`config.mk`:
```
export PLATFORM = sky130hd
export DESIGN_NAME = fetch_stage
export DESIGN_NICKNAME = d
export VERILOG_FILES = /design/src/rtl/riscv_pkg.sv /design/src/rtl/fetch_skid_buf.sv /design/src/rtl/fetch_stage.sv
export SDC_FILE = /design/constraint.sdc
export NUM_CORES = 1
export LEC_CHECK = 0
export ABC_AREA = 1
export CAP_MARGIN = 10
export CORE_MARGIN = 1
export CORE_UTILIZATION = 30
export DETAILED_ROUTE_END_ITERATION = 6
export GPL_TIMING_DRIVEN = 0
export PLACE_DENSITY = 0.51
export REMOVE_ABC_BUFFERS = 1
export SLEW_MARGIN = 20
export SYNTH_ARGS = -nofsm -noshare
export SYNTH_HDL_FRONTEND = slang
export SYNTH_SLANG_ARGS = --single-unit
```
`constraint.sdc`:
```
create_clock -name clk -period 2.7 [get_ports clk]
set_input_delay 0.27 -clock clk [delete_from_list [all_inputs] [get_ports clk]]
set_output_delay 0.27 -clock clk [all_outputs]
set_load 0.1 [all_outputs]
```
`src/rtl/riscv_pkg.sv`:
```
// Shared RISC-V pipeline definitions: NOP, major opcodes, fetch states.
package riscv_pkg;

    localparam logic [31:0] NOP_INSTR = 32'h0000_0013;

    localparam logic [6:0] OP_R_TYPE = 7'b0110011;
    localparam logic [6:0] OP_I_TYPE = 7'b0010011;
    localparam logic [6:0] OP_LW     = 7'b0000011;
    localparam logic [6:0] OP_SW     = 7'b0100011;
    localparam logic [6:0] OP_BR     = 7'b1100011;

    typedef enum logic [1:0] {
        FETCH = 2'd0,
        DRAIN = 2'd1,
        HOLD  = 2'd2
    } fetch_state_t;

endpackage

```
`src/rtl/fetch_skid_buf.sv`:
```
// One-entry {instr, pc} buffer that catches a word fetched under stall.
module fetch_skid_buf
    import riscv_pkg::*;
#(
    parameter int XLEN = 32
) (
    input  logic            clk,
    input  logic            reset,
    input  logic            load,
    input  logic            unload,
    input  logic            clear,
    input  logic [XLEN-1:0] load_instr,
    input  logic [XLEN-1:0] load_pc,
    output logic            valid,
    output logic [XLEN-1:0] instr,
    output logic [XLEN-1:0] pc
);

    always_ff @(posedge clk) begin
        if (reset || clear) begin
            valid <= 1'b0;
            instr <= XLEN'(NOP_INSTR);
            pc    <= '0;
        end else if (load) begin
            valid <= 1'b1;
            instr <= load_instr;
            pc    <= load_pc;
        end else if (unload) begin
            valid <= 1'b0;
            instr <= XLEN'(NOP_INSTR);
            pc    <= '0;
        end
    end

endmodule

```
`src/rtl/fetch_stage.sv`:
```
// Instruction fetch stage with PC, imem handshake and IF/ID register.
// Optional perf counters: define FETCH_PERF_CNT_EN.
module fetch_stage
    import riscv_pkg::*;
#(
    parameter logic [31:0] RESET_PC = 32'h0000_0000,
    parameter int          XLEN     = 32
) (
    input  logic            clk,
    input  logic            reset,
    output logic            imem_req,
    output logic [XLEN-1:0] imem_addr,
    input  logic            imem_ready,
    input  logic [XLEN-1:0] imem_rdata,
    input  logic            stall,
    input  logic            branch_taken,
    input  logic [XLEN-1:0] branch_target,
    output logic [XLEN-1:0] pc,
`ifdef FETCH_PERF_CNT_EN
    output logic [31:0]     cnt_fetch,
    output logic [31:0]     cnt_flush,
`endif
    output logic            if_id_valid,
    output logic [XLEN-1:0] if_id_instr,
    output logic [XLEN-1:0] if_id_pc,
    output logic [6:0]      opcode
);

    fetch_state_t    state, state_d;
    logic [XLEN-1:0] pc_d;
    logic [XLEN-1:0] redir;
    logic            redir_ld;
    logic            ifid_ld, ifid_clr;
    logic            skid_ld, skid_unld, skid_clr;
    logic            skid_valid;
    logic [XLEN-1:0] skid_instr, skid_pc;

    // Request depends only on state (reset just masks it)
    assign imem_req  = ~reset & (state != HOLD);
    assign imem_addr = pc;
    assign opcode    = if_id_instr[6:0];

    always_comb begin
        state_d   = state;
        pc_d      = pc;
        redir_ld  = 1'b0;
        ifid_ld   = 1'b0;
        ifid_clr  = 1'b0;
        skid_ld   = 1'b0;
        skid_unld = 1'b0;
        skid_clr  = 1'b0;
        unique case (state)
            FETCH: begin
                if (branch_taken) begin
                    ifid_clr = 1'b1;
                    if (imem_ready) begin
                        pc_d = branch_target;
                    end else begin
                        redir_ld = 1'b1;
                        state_d  = DRAIN;
                    end
                end else if (imem_ready) begin
                    pc_d = pc + XLEN'(4);
                    if (stall) begin
                        skid_ld = 1'b1;
                        state_d = HOLD;
                    end else begin
                        ifid_ld = 1'b1;
                    end
                end else if (!stall) begin
                    ifid_clr = 1'b1;
                end
            end
            DRAIN: begin
                ifid_clr = 1'b1;
                if (imem_ready) begin
                    state_d = FETCH;
                    pc_d    = branch_taken ? branch_target : redir;
                end else if (branch_taken) begin
                    redir_ld = 1'b1;
                end
            end
            HOLD: begin
                if (branch_taken) begin
                    skid_clr = 1'b1;
                    ifid_clr = 1'b1;
                    pc_d     = branch_target;
                    state_d  = FETCH;
                end else if (!stall) begin
                    skid_unld = 1'b1;
                    state_d   = FETCH;
                end
            end
            default: state_d = FETCH;
        endcase
    end

    always_ff @(posedge clk) begin
        if (reset) begin
            state <= FETCH;
            pc    <= XLEN'(RESET_PC);
            redir <= '0;
        end else begin
            state <= state_d;
            pc    <= pc_d;
            if (redir_ld) redir <= branch_target;
        end
    end

    always_ff @(posedge clk) begin
        if (reset || ifid_clr) begin
            if_id_valid <= 1'b0;
            if_id_instr <= XLEN'(NOP_INSTR);
            if_id_pc    <= '0;
        end else if (skid_unld) begin
            if_id_valid <= skid_valid;
            if_id_instr <= skid_instr;
            if_id_pc    <= skid_pc;
        end else if (ifid_ld) begin
            if_id_valid <= 1'b1;
            if_id_instr <= imem_rdata;
            if_id_pc    <= pc;
        end
    end

    fetch_skid_buf #(.XLEN(XLEN)) u_skid (
        .clk        (clk),
        .reset      (reset),
        .load       (skid_ld),
        .unload     (skid_unld),
        .clear      (skid_clr),
        .load_instr (imem_rdata),
        .load_pc    (pc),
        .valid      (skid_valid),
        .instr      (skid_instr),
        .pc         (skid_pc)
    );

`ifdef FETCH_PERF_CNT_EN
    always_ff @(posedge clk) begin
        if (reset) begin
            cnt_fetch <= '0;
            cnt_flush <= '0;
        end else begin
            if (ifid_ld || (skid_unld && skid_valid))
                cnt_fetch <= cnt_fetch + 32'd1;
            if (branch_taken)
                cnt_flush <= cnt_flush + 32'd1;
        end
    end
`endif

endmodule
```
==> impl_metrics.tcl, run 1 <==
set metrics [dict create \
    dieArea_sq_um 35200 \
    crit_path_max_fanout 9 \
    synthTopCellsByArea "dfxtp_1 (38%), nand3_1 (11%), nand2_1 (10%)" \
    finalClockSkew_ns 0.0152 \
    stdcell_count 2040 \
    vias 10590 \
    yosys_register_bits 196 \
    synth_largest_area_cell "dfxtp_1" \
    h-tree-depth 4 \
    outcome "finished, final reports clean" \
    use_met3_pct 3.07 \
    slew_viol_final 0 \
    setup_viol 0 \
    use_met1_pct 28.6 \
    grt.met2_usage_pct 34.8 \
    cp.required_ns 2.43 \
    syn_to_final_growth_pct 29.5 \
    tightest_slew_ns 1.09 \
    ant_nets 0 \
    post-place-cells 1997 \
    cts_buffers 17 \
    clock-root-buffer "clkbuf_16" \
    io-pin-count 206 \
    io_buffer_count 205 \
    wirelength_um 37300 \
    min_period_ns 2.58 \
    ys_types 38 \
    syn_inst 1490 \
    cp.arrival_ns 2.31 \
    critPathLaunchType "flip-flop" \
    num_rows 67 \
    wire_per_inst_um 18.3 \
    diodes 0 \
    grt_pass1_vias 9827 \
    cp_slowest_cell "clkdlybuf4s50_1" \
    setup.worst_path.class "reg -> out" \
    slowest_delay_ns 1.23 \
    via_per_inst 5.19 \
    fp.dieW_um 188 \
    setup.worst_path.end_class "primary output" \
    synthesis.area_per_instance_sq_um 6.94 \
    hold_viol 0 \
    crit_family "buffers and inverters" \
    antenna_found_initial 0 \
    p_leak_nw 4.92 \
    finalWeightedCongestion 0.817 \
    regArea_sq_um 3920 \
    layout.nets 1655 \
    grt_pass1_wl_um 58200 \
    clkTransAtPathRegs_ns 0.08 \
    synthesis.area_sq_um 10300 \
    drv_cap 0 \
    slew_headroom_pct 26.8 \
    hp-class "in -> reg" \
    drtIter0Drc 607 \
    yosysTopAreaCellShare_pct 37.9 \
    initial_core_util_pct 30.7 \
    yosysWarnings 0 \
    busiest_layer "met2" \
    overflow 0 \
    final.period_utilization_pct 95.5 \
    finalCoreUtilization_pct 39.8 \
    ys_seq_area_share_pct 37.9 \
    drive_gt1_share_pct 7.10 \
    dr.pass1.iters 7 \
    multi_input_area_sq_um 5310 \
    drc 0 \
    hold_slack_ns 0.241 \
    cts_tree "done" \
    cp_cell_sequence "clkdlybuf4s50_1" \
    die_h_um 188 \
    hpwl_um 22100 \
    core_area_sq_um 33700 \
    clk_path_buf_depth 2 \
    peakVddDrop_v 0.000525 \
    clock-sinks 196 \
    grt_usage_pct 21.1 \
    rsz0062_at_grt "false" \
    max_freq_ghz 0.388 \
    insertion_delay_ns 0.45 \
    grt_max_degree 64 \
    timing.critical_path.buf_inv 1 \
    nFillCells 3474 \
    powerDensity_nw_per_um2 861 \
]
[area by class of cell]
type                    count  share of cell area (%)
repair buffers            227                    18.9
clock buffers              21                    3.36
multi-input cells        1029                    39.6
repair inverters            2                   0.121
clock inverters            10                    1.28
inverters                 107                    3.28
flip-flops and latches    196                    29.3
well taps                 448                    4.18
[power breakdown]
group / switching, W / internal (W)
registers: 0.000445 / 0.00317
clock network: 0.00123 / 0.00159
logic: 0.00380 / 0.00130
[through the flow]
step	total power (W)	area (sq um)	TNS [ns]	worst slack, ns
3_3_place_gp	0.00846	12100	-1075.13	-8.52
4_1_cts	0.0116	13400	0	0.0102
3_5_place_dp	0.00864	12500	-159.30	-1.60
2_1_floorplan	0.00705	9470	-239.05	-2.48
6_report	0.0115	13400	0	0.121
5_1_grt	0.0121	13400	0	0.0100
[kinds of logic (layout without fill, tap and decap cells)]
logic type                 Yosys count  count (layout)  share of synthesized area, %
and+or+nand+nor                    671             674                          29.8
AOI/OAI and AO/OA                  342             342                          18.6
buffers and inverters              268             367                          12.3
DFF                                196             196                          37.9
adders and majority gates            6               6                         0.726
xor gates and xnor gates             4               4                         0.339
muxes                                3               3                         0.326
[placed cells by master, fill, tap and decap left out, types with 5 or more instances in the layout]
cell               n
o211ai_1          44
nand3_1          217
a21oi_1          155
nor2_1            79
dfxtp_1          196
o21ai_0           68
buf_16            13
buf_4              6
nor2_4             9
o22ai_1            5
o21ai_1           18
nor2_2             5
nand2_1          284
inv_1             93
nand4_1           60
inv_2              8
clkdlybuf4s50_1  200
a31oi_1           32
clkbuf_16         17
[cells in the mapped netlist (all sizes together)]
master and count:
o211ai 44, a21oi 157, nand2 292, o21bai 4
nor3 2, clkinv 1, clkbuf 60, a221oi 1
o221ai 2, nand3 218, inv 106, xnor2 2
a211oi 8, ha 6, o22ai 5, dfxtp 196
and2 2, nor2 93, mux2 3, a31oi 32
o21ai 89, nand3b 3, nand4 60, or2 1
xor2 2, buf 101
[layer usage]
metal / up-vias / part of all wire (%)
met2: 322 / 47
met1: 4982 / 47
li1: 5254 / -
met5: - / 0
met4: 0 / 1.6
met3: 32 / 5.2
[state kept, by name, summed over array words and instances, names as in the netlist]
register and cells:
u_skid.valid 1, if_id_pc 32, imem_addr 32, if_id_valid 1
u_skid.instr 32, u_skid.pc 32, if_id_instr 32, redir 32
state 2
[timing repair]
item / CTS / global route
gates resized for setup: 15 / 10
hold buffers: 0 / 0
setup buffers: 6 / 0
setup endpoints to repair: 146 / 59
cloned: 4 / 2
pin swaps: 3 / 1
[path summary, 6_finish.rpt]
check	from	end	slack, ns	depth (start not counted)
setup / recovery	imem_addr[15]$_SDFFE_PP0P_	pc[15]	0.12	1
hold reg to reg	redir[1]$_SDFFE_PP0P_	redir[1]$_SDFFE_PP0P_	0.45	2
setup reg to reg	state[0]$_SDFFE_PP0P_	if_id_instr[26]$_SDFFE_PP0P_	0.16	12
hold / removal	imem_ready	u_skid.pc[4]$_SDFFE_PP0P_	0.24	3
Power figures use the tool's default switching activity.
==> inputs of run 2 (changes only) <==
--- a/config.mk
+++ b/config.mk
@@ -11,7 +11,7 @@
 export CORE_UTILIZATION = 30
 export DETAILED_ROUTE_END_ITERATION = 6
 export GPL_TIMING_DRIVEN = 0
-export PLACE_DENSITY = 0.51
+export PLACE_DENSITY = 0.53
 export REMOVE_ABC_BUFFERS = 1
 export SLEW_MARGIN = 20
 export SYNTH_ARGS = -nofsm -noshare
==> constraint.sdc (replaced) <==
create_clock -name clk -period 2.3 [get_ports clk]
set_input_delay 0.23 -clock clk [delete_from_list [all_inputs] [get_ports clk]]
set_output_delay 0.23 -clock clk [all_outputs]
set_load 0.1 [all_outputs]
==> impl_metrics.tcl, run 2 (same netlist as run 1, synthesis figures left out) <==
set metrics [dict create \
    power_w 0.0133 \
    hold_viol 0 \
    grt_usage_pct 21.3 \
    outcome "finished, final reports clean" \
    insertion_delay_ns 0.45 \
    clkTransAtPathRegs_ns 0.08 \
    wirelength_um 38100 \
    hp-start "stall" \
    grt_pass1_vias 9729 \
    cp_slowest_cell "dlygate4sd2_1" \
    grt_pass1_wl_um 58600 \
    holdPathStages 3 \
    cp.depth 1 \
    hp-class "in -> reg" \
    core_area_sq_um 33700 \
    vias 10706 \
    power_switching_share_pct 49.5 \
    final_common_cell "nand2_1" \
    setup.worst_path.end_class "primary output" \
    min_to "u_skid.pc[2]$_SDFFE_PP0P_" \
    die_h_um 188 \
    cp.arrival_ns 1.99 \
    io-pin-count 206 \
    hpwl_um 21600 \
    via_per_inst 5.18 \
    clock-sinks 196 \
    fin_ws_ns 0.0755 \
    num_rows 67 \
    timing.rr.end "imem_addr[8]$_SDFFE_PP0P_" \
    dr.pass1.iters 5 \
    rrSetupSlack_ns 0.09 \
    drive_gt1_share_pct 9.07 \
    setup.worst_path.class "reg -> out" \
    clock-root-buffer "clkbuf_16" \
    overflow 0 \
    cp.required_ns 2.07 \
    reg2reg_depth 9 \
    dieArea_sq_um 35200 \
    crit_family "buffers and inverters" \
    cp_cell_sequence "dlygate4sd2_1" \
    crit_path_max_fanout 9 \
    slew_headroom_pct 28.5 \
    fp.dieW_um 188 \
    final.period_utilization_pct 96.7 \
    peakVddDrop_v 0.000602 \
    powerDensity_nw_per_um2 981 \
    internal-power_w 0.00671 \
    p_leak_nw 5.32 \
    mostFrequentLayoutCells "nand2_1 (282), nand3_1 (217), dfxtp_1 (194), a21oi_1 (155), clkdlybuf4s50_1 (136)" \
    fin_area_sq_um 13500 \
    wire_per_inst_um 18.4 \
    slowest_delay_ns 0.92 \
    combPwrFrac_pct 45.0 \
    layout.nets 1682 \
    grt_max_degree 79 \
    tightest_slew_ns 1.07 \
    sequentialPowerShare_pct 31.8 \
    h-tree-depth 4 \
    critPathLaunchType "flip-flop" \
    slew_viol_final 0 \
    drtIter0Drc 863 \
    min_period_ns 2.22 \
    io_buffer_count 205 \
    finalClockSkew_ns 0.0175 \
    diodes 0 \
    syn_to_final_growth_pct 30.9 \
    dpl-instance-area_sq_um 12500 \
    final.setup.tns_ns 0 \
    post-place-ws_ns -1.75 \
    cts_buffers 17 \
    setup_viol 0 \
    ant_nets 0 \
    finalWeightedCongestion 0.800 \
    finalCoreUtilization_pct 40.2 \
    initial_core_util_pct 30.7 \
    max_freq_ghz 0.450 \
    timing.critical_path.buf_inv 1 \
    cts_tree "done" \
    clk_path_buf_depth 2 \
    antenna_found_initial 0 \
    drc 0 \
    clkPwrFrac_pct 23.3 \
    regToRegStartpoint "state[1]$_SDFFE_PP0P_" \
    drv_cap 0 \
    p_switching_w 0.00657 \
]
==> run 2: cell types whose count changed in the layout (fill, tap and decap cells not counted), moves of 4 or more <==
cell / previous run / this run
dlymetal6s2s_1: 0 / 4
buf_4: 6 / 25
dlygate4sd2_1: 0 / 60
clkdlybuf4s50_1: 200 / 136
==> run 2: final cells by class <==
class | count | area (sq um)
Fill cell | 3565 | 20200
Multi-Input combinational cell | 1033 | 5380
Sequential cell | 196 | 3930
Timing Repair Buffer | 249 | 2630
Tap cell | 448 | 561
Inverter | 107 | 445
Clock buffer | 18 | 439
Clock inverter | 14 | 144
Timing Repair inverter | 3 | 25.0
==> run 2: repair_timing <==
item,CTS,global route
gates cloned,10,1
resized for setup,89,14
hold buffers,0,0
buffers inserted,16,13
pin swaps,6,2
setup endpoints to repair,247,123
==> run 2: metal layers <==
metal | routed length [um] | global-route usage [%] | part of all wire [%]
met3 | 2060 | 2.86 | 5.4
met2 | 17900 | 34.6 | 47
met1 | 17300 | 28.9 | 45
met5 | 0 | 0 | 0
met4 | 837 | 7.35 | 2.2
==> run 2: worst max-delay path by stage <==
stage                               startpoint                           end  slack (ns)
finish              imem_addr[27]$_SDFFE_PP0P_                 imem_addr[27]        0.08
global route             state[0]$_SDFFE_PP0P_      if_id_pc[3]$_SDFFE_PP0P_      -0.002
CTS                  imem_addr[0]$_SDFFE_PP0P_                         pc[0]       0.005
detailed placement                branch_taken  if_id_instr[16]$_SDFFE_PP0P_       -1.75
global placement                         stall      if_id_pc[2]$_SDFFE_PP0P_       -8.29
floorplan                state[0]$_SDFFE_PP0P_     if_id_pc[31]$_SDFFE_PP0P_       -2.88
==> run 2: tightest hold or removal path, stage by stage <==
cell	delay, ns
buf_4	0.15
nand4_1	0.09
a21oi_1	0.06
==> run 2: power groups by stage <==
stage	Clock, W	Sequential, W	Combinational [W]
2_1_floorplan	0	0.00666	0.00161
3_3_place_gp	0	0.00430	0.00559
3_5_place_dp	0	0.00430	0.00577
4_1_cts	0.00317	0.00422	0.00591
5_1_grt	0.00330	0.00428	0.00631
6_report	0.00309	0.00422	0.00597
==> run 2: stage by stage <==
| step | std cells | hold WS [ns] |
|---|---|---|
| floorplan | 1329 | 0.292 |
| global placement | 1982 | 0.438 |
| detailed placement | 1996 | 0.442 |
| CTS | 2054 | 0.118 |
| global route | 2068 | 0.121 |
| finish | 2068 | 0.139 |
==> inputs of run 3 (changes only) <==
--- a/config.mk
+++ b/config.mk
@@ -7,7 +7,7 @@
 export LEC_CHECK = 0
 export ABC_AREA = 1
 export CAP_MARGIN = 10
-export CORE_MARGIN = 1
+export CORE_MARGIN = 3
 export CORE_UTILIZATION = 30
 export DETAILED_ROUTE_END_ITERATION = 6
 export GPL_TIMING_DRIVEN = 0
==> constraint.sdc (replaced) <==
create_clock -name clk -period 2.04 [get_ports clk]
set_input_delay 0.204 -clock clk [delete_from_list [all_inputs] [get_ports clk]]
set_output_delay 0.204 -clock clk [all_outputs]
set_load 0.1 [all_outputs]
==> impl_metrics.tcl, run 3 (same netlist as run 1, synthesis figures left out) <==
set metrics [dict create \
    p_leak_nw 5.64 \
    cp_slowest_cell "dfxtp_4" \
    grt_usage_pct 22.5 \
    io_buffer_count 205 \
    cts_tree "done" \
    wire_per_inst_um 20.4 \
    drive_gt1_share_pct 14.5 \
    insertion_delay_ns 0.45 \
    die_h_um 192 \
    cts_buffers 17 \
    initial_core_util_pct 30.6 \
    clock-root-buffer "clkbuf_16" \
    syn_to_final_growth_pct 37.3 \
    dieArea_sq_um 36800 \
    drv_cap 0 \
    max_freq_ghz 0.493 \
    rrSetupSlack_ns 0.01 \
    hpwl_um 22900 \
    final.period_utilization_pct 99.5 \
    critPathLaunchType "flip-flop" \
    dpl-instance-area_sq_um 12600 \
    outcome "finished, final reports clean" \
    crit_path_max_fanout 5 \
    fin_area_sq_um 14200 \
    h-tree-depth 4 \
    setup_viol 0 \
    hold_viol 0 \
    setup.worst_path.end_class "flip-flop" \
    via_per_inst 5.25 \
    wirelength_um 42700 \
    setup.worst_path.class "reg -> reg" \
    hp-class "in -> reg" \
    num_rows 67 \
    clk_path_buf_depth 2 \
    clkTransAtPathRegs_ns 0.08 \
    cp.arrival_ns 2.37 \
    antenna_found_initial 2 \
    fp.dieW_um 192 \
    grt_pass1_wl_um 63400 \
    cp.required_ns 2.38 \
    final_common_cell "nand2_1" \
    tightest_slew_ns 1.07 \
    dr.pass1.iters 5 \
    powerDensity_nw_per_um2 1080 \
    final.setup.tns_ns 0 \
    peakVddDrop_v 0.000625 \
    post-place-ws_ns -2.15 \
    finalWeightedCongestion 0.898 \
    drc 0 \
    finalClockSkew_ns 0.0110 \
    io-pin-count 206 \
    core_area_sq_um 33800 \
    overflow 0 \
    slew_headroom_pct 29.2 \
    slowest_delay_ns 0.40 \
    layout.nets 1704 \
    rsz0062_at_grt "true" \
    grt_max_degree 65 \
    fin_ws_ns 0.0101 \
    drtIter0Drc 869 \
    grt_pass1_vias 10211 \
    clock-sinks 196 \
    slew_viol_final 0 \
    cp_cell_sequence "inv_6 -> ha_4 -> buf_16 -> nand2_8 -> inv_16 -> nand2_8 -> buf_16 -> o21ai_4 -> clkbuf_16 -> buf_12 -> clkbuf_16 -> o211ai_1 -> inv_1" \
    vias 10982 \
    min_period_ns 2.03 \
    ant_nets 0 \
    mostFrequentLayoutCells "nand2_1 (283), nand3_1 (213), dfxtp_1 (191), a21oi_1 (155), inv_1 (92)" \
]
## run 3: per-layer routing
layer	global-route usage (%)	routed length [um]	up-vias
li1	-	-	5358
met1	31.6	19400	5190
met2	36.5	19800	394
met3	2.85	2770	40
met4	5.53	713	0
met5	0	0	-
## run 3: worst paths after layout
path / start / cells after the start / endpoint
hold / removal: imem_ready / 3 / u_skid.pc[6]$_SDFFE_PP0P_
hold reg to reg: redir[24]$_SDFFE_PP0P_ / 2 / redir[24]$_SDFFE_PP0P_
setup / recovery: state[0]$_SDFFE_PP0P_ / 13 / if_id_instr[9]$_SDFFE_PP0P_
setup reg to reg: state[0]$_SDFFE_PP0P_ / 13 / if_id_instr[9]$_SDFFE_PP0P_
## run 3: timing repair
item,CTS,global route
resized for setup,303,38
setup buffers,25,8
endpoints found under the setup margin,325,91
pin swaps,9,8
hold buffers,0,0
cloned,17,9
## run 3: layout make-up
| type | instances | area, sq um |
|---|---|---|
| Fill cell | 3461 | 19600 |
| Multi-Input combinational cell | 1031 | 5410 |
| Sequential cell | 196 | 3940 |
| Timing Repair Buffer | 273 | 3260 |
| Tap cell | 448 | 561 |
| Inverter | 107 | 467 |
| Clock buffer | 19 | 443 |
| Clock inverter | 11 | 104 |
| Timing Repair inverter | 3 | 25.0 |
| Antenna cell | 2 | 5.00 |
## run 3: power breakdown
group	internal, W	switching (W)	total (W)
registers	0.00420	0.000606	0.00480
logic	0.00195	0.00530	0.00725
clock network	0.00171	0.00163	0.00334
total	0.00786	0.00753	0.0154
## run 3: critical path: cells and delay by family, from the launching register on
family	cells	cell delay (ns)
AOI/OAI and AO/OA	2	0.24
adders and majority gates	1	0.18
buffers and inverters	8	0.89
DFF	1	0.40
and+or+nand+nor	2	0.18
## run 3: through the flow
stage	instances	power, W	utilization, %	hold slack [ns]
after floorplan	1329	0.00933	-	0.266
after global placement	1982	0.0112	35.8	0.439
after detailed placement	1999	0.0115	37.3	0.449
after CTS	2071	0.0153	41.1	0.138
after global routing	2090	0.0161	42.0	0.158
final	2090	0.0154	42.0	0.160
